==> src/rtl/mmio_pkg.sv <==
// Shared definitions for the memory-mapped peripheral window:
// register word offsets, TCON bit positions and the default window base.
package mmio_pkg;

  localparam logic [31:0] BASE_ADDR_DEFAULT = 32'h4000_0000;

  typedef enum logic [2:0] {
    OFF_TH      = 3'd0,
    OFF_TL      = 3'd1,
    OFF_TCON    = 3'd2,
    OFF_LED     = 3'd3,
    OFF_DIGI    = 3'd4,
    OFF_SYSTICK = 3'd5,
    OFF_RSVD6   = 3'd6,
    OFF_RSVD7   = 3'd7
  } reg_off_e;

  localparam int TCON_EN = 0;
  localparam int TCON_IE = 1;
  localparam int TCON_ST = 2;
  localparam int TCON_W  = 3;

  function automatic logic [31:0] tcon_word(input logic [TCON_W-1:0] tcon);
    return {{(32-TCON_W){1'b0}}, tcon};
  endfunction

endpackage

==> src/rtl/timer_unit.sv <==
// Programmable reload timer: TH holds the reload value, TL counts up,
// TCON carries enable / interrupt enable / sticky overflow status.
module timer_unit
  import mmio_pkg::*;
(
  input  logic              clk,
  input  logic              reset,
  input  logic              th_we,
  input  logic              tl_we,
  input  logic              tcon_we,
  input  logic [31:0]       wdata,
  output logic [31:0]       th,
  output logic [31:0]       tl,
  output logic [TCON_W-1:0] tcon,
  output logic              irq
);

  logic overflow;
  logic overflow_set;

  assign overflow     = tcon[TCON_EN] && (tl == 32'hFFFF_FFFF);
  assign overflow_set = overflow && tcon[TCON_IE];

  // A CPU write to TL beats the count; an overflow set of status beats a CPU clear.
  always_ff @(posedge clk) begin
    if (reset) begin
      th   <= '0;
      tl   <= '0;
      tcon <= '0;
    end else begin
      if (th_we) begin
        th <= wdata;
      end

      if (tl_we) begin
        tl <= wdata;
      end else if (overflow) begin
        tl <= th;
      end else if (tcon[TCON_EN]) begin
        tl <= tl + 32'd1;
      end

      if (tcon_we) begin
        tcon[TCON_EN] <= wdata[TCON_EN];
        tcon[TCON_IE] <= wdata[TCON_IE];
        tcon[TCON_ST] <= wdata[TCON_ST] | overflow_set;
      end else if (overflow_set) begin
        tcon[TCON_ST] <= 1'b1;
      end
    end
  end

  assign irq = tcon[TCON_ST] & tcon[TCON_IE];

endmodule

==> src/rtl/mmio_peripheral_bus.sv <==
// Responder for the CPU data-memory bus: decodes a 32-byte register window
// holding the timer, LED and digit registers and a free-running tick counter.
module mmio_peripheral_bus
  import mmio_pkg::*;
#(
  parameter logic [31:0] BASE_ADDR = BASE_ADDR_DEFAULT,
  parameter int          LED_W     = 8,
  parameter int          DIGI_W    = 12
) (
  input  logic              clk,
  input  logic              reset,
  input  logic [31:0]       Address,
  input  logic [31:0]       Write_data,
  input  logic              MemRead,
  input  logic              MemWrite,
  output logic [31:0]       Read_data,
  output logic              hit,
  output logic [LED_W-1:0]  led,
  output logic [DIGI_W-1:0] digi,
  output logic              irq
);

  logic [31:0]       th;
  logic [31:0]       tl;
  logic [TCON_W-1:0] tcon;
  logic [31:0]       systick;
  logic [31:0]       rd_word;
  reg_off_e          word;
  logic              wr_en;
  logic [1:0]        unused_byte_lane;

  assign hit              = (Address[31:5] == BASE_ADDR[31:5]);
  assign word             = reg_off_e'(Address[4:2]);
  assign wr_en            = MemWrite && hit;
  assign unused_byte_lane = Address[1:0];

  timer_unit u_timer (
    .clk     (clk),
    .reset   (reset),
    .th_we   (wr_en && (word == OFF_TH)),
    .tl_we   (wr_en && (word == OFF_TL)),
    .tcon_we (wr_en && (word == OFF_TCON)),
    .wdata   (Write_data),
    .th      (th),
    .tl      (tl),
    .tcon    (tcon),
    .irq     (irq)
  );

  // SYSTICK is read-only to software; it just counts clock cycles since reset.
  always_ff @(posedge clk) begin
    if (reset) begin
      led     <= '0;
      digi    <= '0;
      systick <= '0;
    end else begin
      systick <= systick + 32'd1;
      if (wr_en && (word == OFF_LED)) begin
        led <= Write_data[LED_W-1:0];
      end
      if (wr_en && (word == OFF_DIGI)) begin
        digi <= Write_data[DIGI_W-1:0];
      end
    end
  end

  always_comb begin
    rd_word = '0;
    case (word)
      OFF_TH:      rd_word = th;
      OFF_TL:      rd_word = tl;
      OFF_TCON:    rd_word = tcon_word(tcon);
      OFF_LED:     rd_word[LED_W-1:0] = led;
      OFF_DIGI:    rd_word[DIGI_W-1:0] = digi;
      OFF_SYSTICK: rd_word = systick;
      default:     rd_word = '0;
    endcase
  end

  assign Read_data = (MemRead && hit) ? rd_word : 32'd0;

endmodule
==> config.mk <==
export PLATFORM = sky130hd
export DESIGN_NAME = mmio_peripheral_bus
export DESIGN_NICKNAME = d
export VERILOG_FILES = /design/src/rtl/mmio_pkg.sv /design/src/rtl/timer_unit.sv /design/src/rtl/mmio_peripheral_bus.sv
export SDC_FILE = /design/constraint.sdc
export NUM_CORES = 1
export LEC_CHECK = 0
export CAP_MARGIN = 30
export CORE_MARGIN = 2
export CORE_UTILIZATION = 25
export CTS_CLUSTER_DIAMETER = 60
export DETAILED_ROUTE_END_ITERATION = 8
export DONT_BUFFER_PORTS = 1
export PLACE_DENSITY = 0.48
export REMOVE_ABC_BUFFERS = 1
export SETUP_SLACK_MARGIN = 0.5
export SLEW_MARGIN = 30
export SYNTH_ARGS = -nofsm -noshare
export SYNTH_HDL_FRONTEND = slang
export SYNTH_SLANG_ARGS = --single-unit
==> constraint.sdc <==
create_clock -name clk -period 2.6 [get_ports clk]
set_clock_uncertainty 0.15 [all_clocks]
set_input_delay 0.39 -clock clk [delete_from_list [all_inputs] [get_ports clk]]
set_output_delay 0.39 -clock clk [all_outputs]
set_load 0.02 [all_outputs]
==> Implementation_results.wiki, run 1 <==
{| class="wikitable"
! Metric !! Value
|-
| Maximum clock rate || 451 MHz
|-
| Slowest library cell on the worst path || sky130_fd_sc_hd__mux4_2
|-
| Cell area reported after detailed placement || 7520 um^2
|-
| Power per standard cell area || 457 nW/um^2
|-
| Final period util || 0.853
|-
| Final wirelength || 23800 um
|-
| Std-Cell Core Area || 26700 um^2
|-
| Crit path setup slack, layout || 383 ps
|-
| CP cell instances || mux4_2 -> a22oi_2 -> nor2_2 -> buf_6
|-
| Worst-skew pair later-pin latency || 430 ps
|-
| VDD IR-drop max || 0.000454 V
|-
| Signed area change from the synthesized netlist to the final layout || 37.2%
|-
| Category of the most critical setup path || register to primary output
|-
| Critical Path AT || 1680 ps
|-
| Footprint of the multi-input gates || 4520 um^2
|-
| Critical Path Source Type || register
|-
| Average wire length per cell after detail routing || 18.5 um
|-
| Reg-to-Reg End || u_timer.tl[9]
|-
| Die outline width || 168 um
|-
| Die outline area || 28400 um^2
|-
| Mean area per synthesized cell || 8.04 um^2
|-
| Top fanout value on the critical path || 3
|-
| Number of placement rows || 60
|-
| CTS clk-pin slew, worst paths || 60 ps
|-
| Post-CTS Hold Fix Bufs || 27
|-
| Placer's final routability congestion estimate || 0.848
|-
| Storage cell area || 2460 um^2
|-
| Clk root buf || sky130_fd_sc_hd__clkbuf_16
|-
| Vias in the first global route || 6242
|-
| Nets || 1007
|-
| Dominant synthesized flop cell || sky130_fd_sc_hd__dfxtp_1
|-
| Number of enable-type register cells in the synthesized netlist || 0
|-
| Number of setup violations in the final report || 0
|-
| Min Tclk post-route || 2220 ps
|-
| Critical path capture point type || primary output
|-
| Final Cell Area || 9280 um^2
|-
| Clock tree from TritonCTS || yes
|-
| Endpoints failing hold || 57
|-
| Synth cell types || 65
|-
| Setup Total Neg Slack || 0 ps
|-
| Port Buf Inserts || 0
|-
| WP data required || 2060 ps
|-
| Maximum count of clock buffers along a single path || 2
|-
| Setup repair after global routing missed its margin || yes
|-
| Reported max-cap violation count || 0
|-
| Async set-reset flop share out of synthesis || 0
|-
| Path class of the lowest-slack min-delay path || primary input to register
|-
| Vias per cell || 5.05
|-
| Total clock buffers created by CTS || 17
|-
| Min-Delay Path Depth || 1
|-
| Slowest cell delay on critical path || 480 ps
|-
| Leak pwr || 3.41 nW
|-
| DRC Markers || 0
|-
| Number of antenna repair diodes || 0
|-
| Initial standard-cell utilization of the core || 0.253
|-
| Netlist area before placement || 6760 um^2
|-
| Global-route congestion overflow total || 0
|-
| Max-slew headroom at the worst pin || 0.523
|-
| Sequential element share of the synthesized area || 0.352
|-
| Highest metal layer with signal wires || met4
|-
| Number of vias after detailed routing || 6522
|-
| Number of clock sinks seen by CTS || 119
|-
| Worst Max-Slew Pin Slew || 713 ps
|-
| Cell count after synthesis || 841
|-
| Number of cells on the worst reg-to-reg path || 8
|-
| Fillcell total || 2778
|-
| Detailed Route Iter0 Violations || 336
|-
| Total track usage || 0.164
|-
| Final design utilization || 0.347
|-
| Min Hold Slack || -69.9 ps
|-
| Worst reg2reg setup slack || 380 ps
|-
| Warning count from the yosys run || 0
|-
| Worst slack after detailed placement || 200 ps
|-
| DRT Pass-1 Iters || 4
|-
| Slew Viols, Final || 0
|-
| Logic depth of the worst setup path including buffers || 4
|-
| Wire length of the first global-routing pass || 36300 um
|-
| Met2 routed WL || 11500 um
|-
| Pin count of the biggest net entering global routing || 119
|-
| Detailed-routed wire length on met3 || 1340 um
|-
| Number of buffers and inverters on the critical path || 1
|-
| Total of flip-flops plus latches after synthesis || 119
|-
| Number of H-tree branching levels || 4
|-
| Die boundary height || 168 um
|-
| Post-DP HPWL || 16100 um
|-
| Worst r2r src || u_timer.tl[1]
|-
| Number of nets still failing antenna checks after routing || 0
|-
| Violations in the final reports || hold timing
|-
| Status || finished, violations left
|-
| Hold Path Origin || reset
|-
| I/O pins || 122
|-
| Destination of the worst hold path || systick[23]
|-
| Routed length on met1 || 10500 um
|-
| Kind of cell adding the most delay to the critical path || multiplexers
|-
| Cell type with the largest total area after synthesis || sky130_fd_sc_hd__dfxtp_1
|-
| Ratio of cells with drive above 1 in the final layout || 0.305
|-
| Initial antenna violation count || 0
|-
| Biggest area contributors in the synthesized netlist || sky130_fd_sc_hd__dfxtp_1 (35%), sky130_fd_sc_hd__nor2_1 (6.7%), sky130_fd_sc_hd__nand2_1 (6.7%), sky130_fd_sc_hd__mux2i_1 (5.0%), sky130_fd_sc_hd__a21oi_1 (4.3%)
|-
| Yosys top cell area share || 0.352
|-
| Total chip power || 0.00424 W
|}
[power by group]
| part | total, W | switching (W) | internal, W |
|---|---|---|---|
| combinational | 0.0000772 | 0.0000333 | 0.0000439 |
| clock | 0.00234 | 0.000911 | 0.00143 |
| sequential | 0.00182 | 0.00000493 | 0.00181 |
| total | 0.00424 | 0.000950 | 0.00329 |
[logic make-up (layout without fill, tap and decap cells)]
group	Yosys count	after routing	share of synthesized area
buffers and inverters	72	181	0.0437
muxes	67	67	0.117
and+or+nand+nor	384	384	0.281
xor gates and xnor gates	40	40	0.0518
DFF	119	119	0.352
AOI/OAI and AO/OA	157	157	0.151
adders and majority gates	2	2	0.00370
[stage by stage]
| step | hold WS, ps | cells |
|---|---|---|
| final | -69.9 | 1291 |
| after global routing | -104 | 1291 |
| after CTS | -103 | 1270 |
| after detailed placement | 290 | 1198 |
| after global placement | 286 | 1198 |
| after floorplan | 276 | 783 |
[synth_stat cells, types with 8 or more instances]
| cell | count |
|---|---|
| sky130_fd_sc_hd__a311oi_1 | 8 |
| sky130_fd_sc_hd__o211ai_1 | 11 |
| sky130_fd_sc_hd__nand3_1 | 32 |
| sky130_fd_sc_hd__nor4_1 | 13 |
| sky130_fd_sc_hd__mux2_2 | 25 |
| sky130_fd_sc_hd__a21oi_1 | 58 |
| sky130_fd_sc_hd__mux2i_1 | 34 |
| sky130_fd_sc_hd__nand4_1 | 18 |
| sky130_fd_sc_hd__a22oi_1 | 28 |
| sky130_fd_sc_hd__buf_2 | 10 |
| sky130_fd_sc_hd__nand2_1 | 120 |
| sky130_fd_sc_hd__nor2_1 | 121 |
| sky130_fd_sc_hd__inv_1 | 14 |
| sky130_fd_sc_hd__nor2b_1 | 8 |
| sky130_fd_sc_hd__and4_1 | 8 |
| sky130_fd_sc_hd__and3_1 | 13 |
| sky130_fd_sc_hd__nor3_1 | 16 |
| sky130_fd_sc_hd__dfxtp_1 | 119 |
| sky130_fd_sc_hd__xnor2_1 | 26 |
| sky130_fd_sc_hd__clkbuf_1 | 41 |
| sky130_fd_sc_hd__o21ai_0 | 22 |
| sky130_fd_sc_hd__xor2_1 | 14 |
[worst max path at each step]
| stage | startpoint | to | slack [ps] |
|---|---|---|---|
| 3_5_place_dp | Address[15] | Read_data[1] | 200 |
| 2_1_floorplan | u_timer.tcon[0] | u_timer.tl[9] | -390 |
| 6_report | digi[1] | Read_data[1] | 380 |
| 3_3_place_gp | Address[15] | Read_data[9] | 220 |
| 5_1_grt | Address[15] | Read_data[25] | 290 |
| 4_1_cts | Address[15] | Read_data[8] | 360 |
[worst register-to-register path, cell delays in order (launching register included)]
cell and delay, ps:
sky130_fd_sc_hd__dfxtp_4 380, sky130_fd_sc_hd__ha_4 130, sky130_fd_sc_hd__nand4_1 210, sky130_fd_sc_hd__nor2_2 250
sky130_fd_sc_hd__nand4_1 260, sky130_fd_sc_hd__buf_6 230, sky130_fd_sc_hd__mux2_2 270, sky130_fd_sc_hd__o22ai_1 130
sky130_fd_sc_hd__a211oi_1 90
[placed cells by master (no fill, tap or decap), types with 10 or more instances in the layout]
cell type	n
sky130_fd_sc_hd__o21ai_0	18
sky130_fd_sc_hd__buf_4	77
sky130_fd_sc_hd__dfxtp_2	24
sky130_fd_sc_hd__a22oi_1	22
sky130_fd_sc_hd__nand3_1	28
sky130_fd_sc_hd__nor4_4	11
sky130_fd_sc_hd__a21oi_1	54
sky130_fd_sc_hd__dfxtp_4	14
sky130_fd_sc_hd__nor2_1	110
sky130_fd_sc_hd__xnor2_1	26
sky130_fd_sc_hd__nand4_1	18
sky130_fd_sc_hd__inv_1	14
sky130_fd_sc_hd__nand2_1	116
sky130_fd_sc_hd__and3_1	10
sky130_fd_sc_hd__buf_6	26
sky130_fd_sc_hd__nor3_1	10
sky130_fd_sc_hd__dlygate4sd3_1	27
sky130_fd_sc_hd__clkbuf_16	18
sky130_fd_sc_hd__xor2_1	14
sky130_fd_sc_hd__o211ai_1	11
sky130_fd_sc_hd__mux2i_1	34
sky130_fd_sc_hd__dfxtp_1	81
sky130_fd_sc_hd__mux2_2	24
[what timing repair did]
item / in CTS / in global routing
setup buffers: 13 / 19
cloned: 0 / 2
endpoints found under the hold margin: 117 / 90
pin swaps: 18 / 53
setup endpoints to repair: 70 / 83
gates resized for setup: 76 / 105
[area by class of cell]
cell class	instances	area share
inverter	14	0.00566
sequential	119	0.266
clock inverter	12	0.0138
timing repair buffer	135	0.133
tap	341	0.0460
clock buffer	20	0.0481
multi-input combinational	650	0.488
[registers in the layout (all words and copies together), names as in the netlist]
register,cells
u_timer.tl,32
systick,32
u_timer.tcon,3
u_timer.th,32
led,8
digi,12
[layer usage]
layer | GRT usage | up-vias
met2 | 0.267 | 151
met5 | 0 | -
met1 | 0.212 | 3142
met4 | 0.0525 | 0
met3 | 0.0442 | 31
li1 | - | 3198
(Power assumes the default switching activity.)
==> inputs of run 2 (changes only) <==
--- a/config.mk
+++ b/config.mk
@@ -6,14 +6,12 @@
 export NUM_CORES = 1
 export LEC_CHECK = 0
 export CAP_MARGIN = 30
-export CORE_MARGIN = 2
 export CORE_UTILIZATION = 25
 export CTS_CLUSTER_DIAMETER = 60
 export DETAILED_ROUTE_END_ITERATION = 8
 export DONT_BUFFER_PORTS = 1
 export PLACE_DENSITY = 0.48
 export REMOVE_ABC_BUFFERS = 1
-export SETUP_SLACK_MARGIN = 0.5
 export SLEW_MARGIN = 30
 export SYNTH_ARGS = -nofsm -noshare
 export SYNTH_HDL_FRONTEND = slang
==> Implementation_results.wiki, run 2 (synthesized netlist as in run 1, its figures left out) <==
{| class="wikitable"
! Metric !! Value
|-
| Post-DP HPWL || 16000 um
|-
| Slew Viols, Final || 0
|-
| Detailed Route Iter0 Violations || 400
|-
| Clock tree from TritonCTS || yes
|-
| Critical Path Source Type || primary input
|-
| Min Tclk post-route || 2400 ps
|-
| Violations in the final reports || DRC
|-
| Final period util || 0.923
|-
| Commonest cells after routing, fill and taps aside || sky130_fd_sc_hd__nor2_1 (120), sky130_fd_sc_hd__nand2_1 (120), sky130_fd_sc_hd__dfxtp_1 (119)
|-
| Maximum clock rate || 417 MHz
|-
| Min-Delay Path Depth || 2
|-
| Clk root buf || sky130_fd_sc_hd__clkbuf_16
|-
| Ratio of cells with drive above 1 in the final layout || 0.173
|-
| Total chip power || 0.00454 W
|-
| Placer's final routability congestion estimate || 0.787
|-
| Port Buf Inserts || 0
|-
| Initial standard-cell utilization of the core || 0.257
|-
| Setup repair after global routing missed its margin || no
|-
| WP data required || 2060 ps
|-
| VDD IR-drop max || 0.000468 V
|-
| Vias in the first global route || 6357
|-
| Wire length of the first global-routing pass || 36900 um
|-
| Endpoints failing hold || 0
|-
| Pin count of the biggest net entering global routing || 108
|-
| Power per standard cell area || 530 nW/um^2
|-
| Critical path's most frequent cell || sky130_fd_sc_hd__buf_4
|-
| Reported max-cap violation count || 0
|-
| DRT Pass-1 Iters || 7
|-
| Max-slew headroom at the worst pin || 0.624
|-
| Number of H-tree branching levels || 4
|-
| Worst Max-Slew Pin Slew || 564 ps
|-
| Signed area change from the synthesized netlist to the final layout || 26.6%
|-
| Critical path capture point type || primary output
|-
| Regs by FF count || systick: 32 flops, u_timer.th: 32 flops, u_timer.tl: 32 flops
|-
| Kind of cell adding the most delay to the critical path || simple AND/OR/NAND/NOR gates
|-
| CTS clk-pin slew, worst paths || 60 ps
|-
| Resized cells post-CTS || 0
|-
| Top fanout value on the critical path || 8
|-
| Slowest cell delay on critical path || 280 ps
|-
| Logic depth of the worst setup path including buffers || 7
|-
| Die outline width || 166 um
|-
| Die outline area || 27700 um^2
|-
| Initial antenna violation count || 0
|-
| Category of the most critical setup path || primary input to primary output
|-
| Nets || 985
|-
| Slowest library cell on the worst path || sky130_fd_sc_hd__nor4b_1
|-
| Vias per cell || 5.12
|-
| Path class of the lowest-slack min-delay path || primary input to register
|-
| Std-Cell Core Area || 26300 um^2
|-
| Average wire length per cell after detail routing || 18.4 um
|-
| Critical Path AT || 1860 ps
|-
| Final wirelength || 23300 um
|-
| Number of cells on the worst reg-to-reg path || 6
|-
| Die boundary height || 166 um
|-
| CP cell instances || nor4b_1 -> and4_1 -> and2_1 -> buf_4 -> nand2_1 -> nor2_1 -> buf_4
|-
| DRC Markers || 7
|-
| Number of vias after detailed routing || 6466
|-
| Total track usage || 0.171
|-
| Number of nets still failing antenna checks after routing || 0
|-
| Status || finished, violations left
|-
| Number of antenna repair diodes || 0
|-
| Number of setup violations in the final report || 0
|-
| I/O pins || 122
|-
| Total clock buffers created by CTS || 17
|-
| Number of clock sinks seen by CTS || 119
|-
| Maximum count of clock buffers along a single path || 2
|-
| Leak pwr || 3.04 nW
|-
| Global-route congestion overflow total || 0
|-
| Final design utilization || 0.326
|-
| Number of buffers and inverters on the critical path || 2
|-
| Number of placement rows || 59
|-
| Worst-skew pair later-pin latency || 420 ps
|}
## run 2: cell types whose count changed in the layout (fill, tap and decap cells not counted), moves of 10 or more
cell                      delta
sky130_fd_sc_hd__buf_6      -26
sky130_fd_sc_hd__dfxtp_1    +38
sky130_fd_sc_hd__dfxtp_2    -24
sky130_fd_sc_hd__dfxtp_4    -14
sky130_fd_sc_hd__nor2_1     +10
sky130_fd_sc_hd__nor4_1     +10
## run 2: layout make-up
type	count	area (um^2)
fill	2790	17700
clock inverter	11	170
sequential	119	2380
timing repair buffer	113	991
inverter	14	52.6
clock buffer	21	460
multi-input combinational	650	4090
tap	335	419
## run 2: final timing paths
check / slack, ps / endpoint / start
setup reg to reg: 220 / systick[31] / systick[13]
setup / recovery: 200 / Read_data[2] / Address[15]
hold / removal: 7 / u_timer.tl[27] / Write_data[27]
hold reg to reg: 310 / u_timer.th[6] / u_timer.th[6]
## run 2: per-layer routing
metal  vias to the layer above  part of all wire  GRT usage
met2                       147              0.46      0.279
met1                      3136              0.47      0.226
met4                         0            0.0083     0.0407
li1                       3163                 -          -
met5                         -                 0          0
met3                        20             0.056     0.0437
## run 2: power breakdown
group	internal [W]	switching (W)
Clock	0.00166	0.000910
Sequential	0.00183	0.00000550
Combinational	0.0000626	0.0000736
## run 2: worst reg2reg max path: cells and delay by family, from the launching register on
family	cells	cell delay, ps
AND/OR/NAND/NOR	5	1380
flip-flops	1	400
multiplexers	1	340
## run 2: per-stage QoR
| stage | area [um^2] | setup TNS [ps] | hold WS (ps) | cells | worst slack (ps) |
|---|---|---|---|---|---|
| after floorplan | 6520 | -6710 | 276 | 783 | -388 |
| after global placement | 7570 | 0 | 291 | 1196 | 212 |
| after detailed placement | 7570 | 0 | 300 | 1196 | 200 |
| after CTS | 8560 | 0 | 1.03 | 1263 | 183 |
| after global routing | 8560 | 0 | 6.43 | 1263 | 78.1 |
| final | 8560 | 0 | 6.67 | 1263 | 201 |
## run 2: repair_timing
item	CTS	global route
buffers inserted	0	0
endpoints found under the hold margin	117	0
hold buffers	35	0
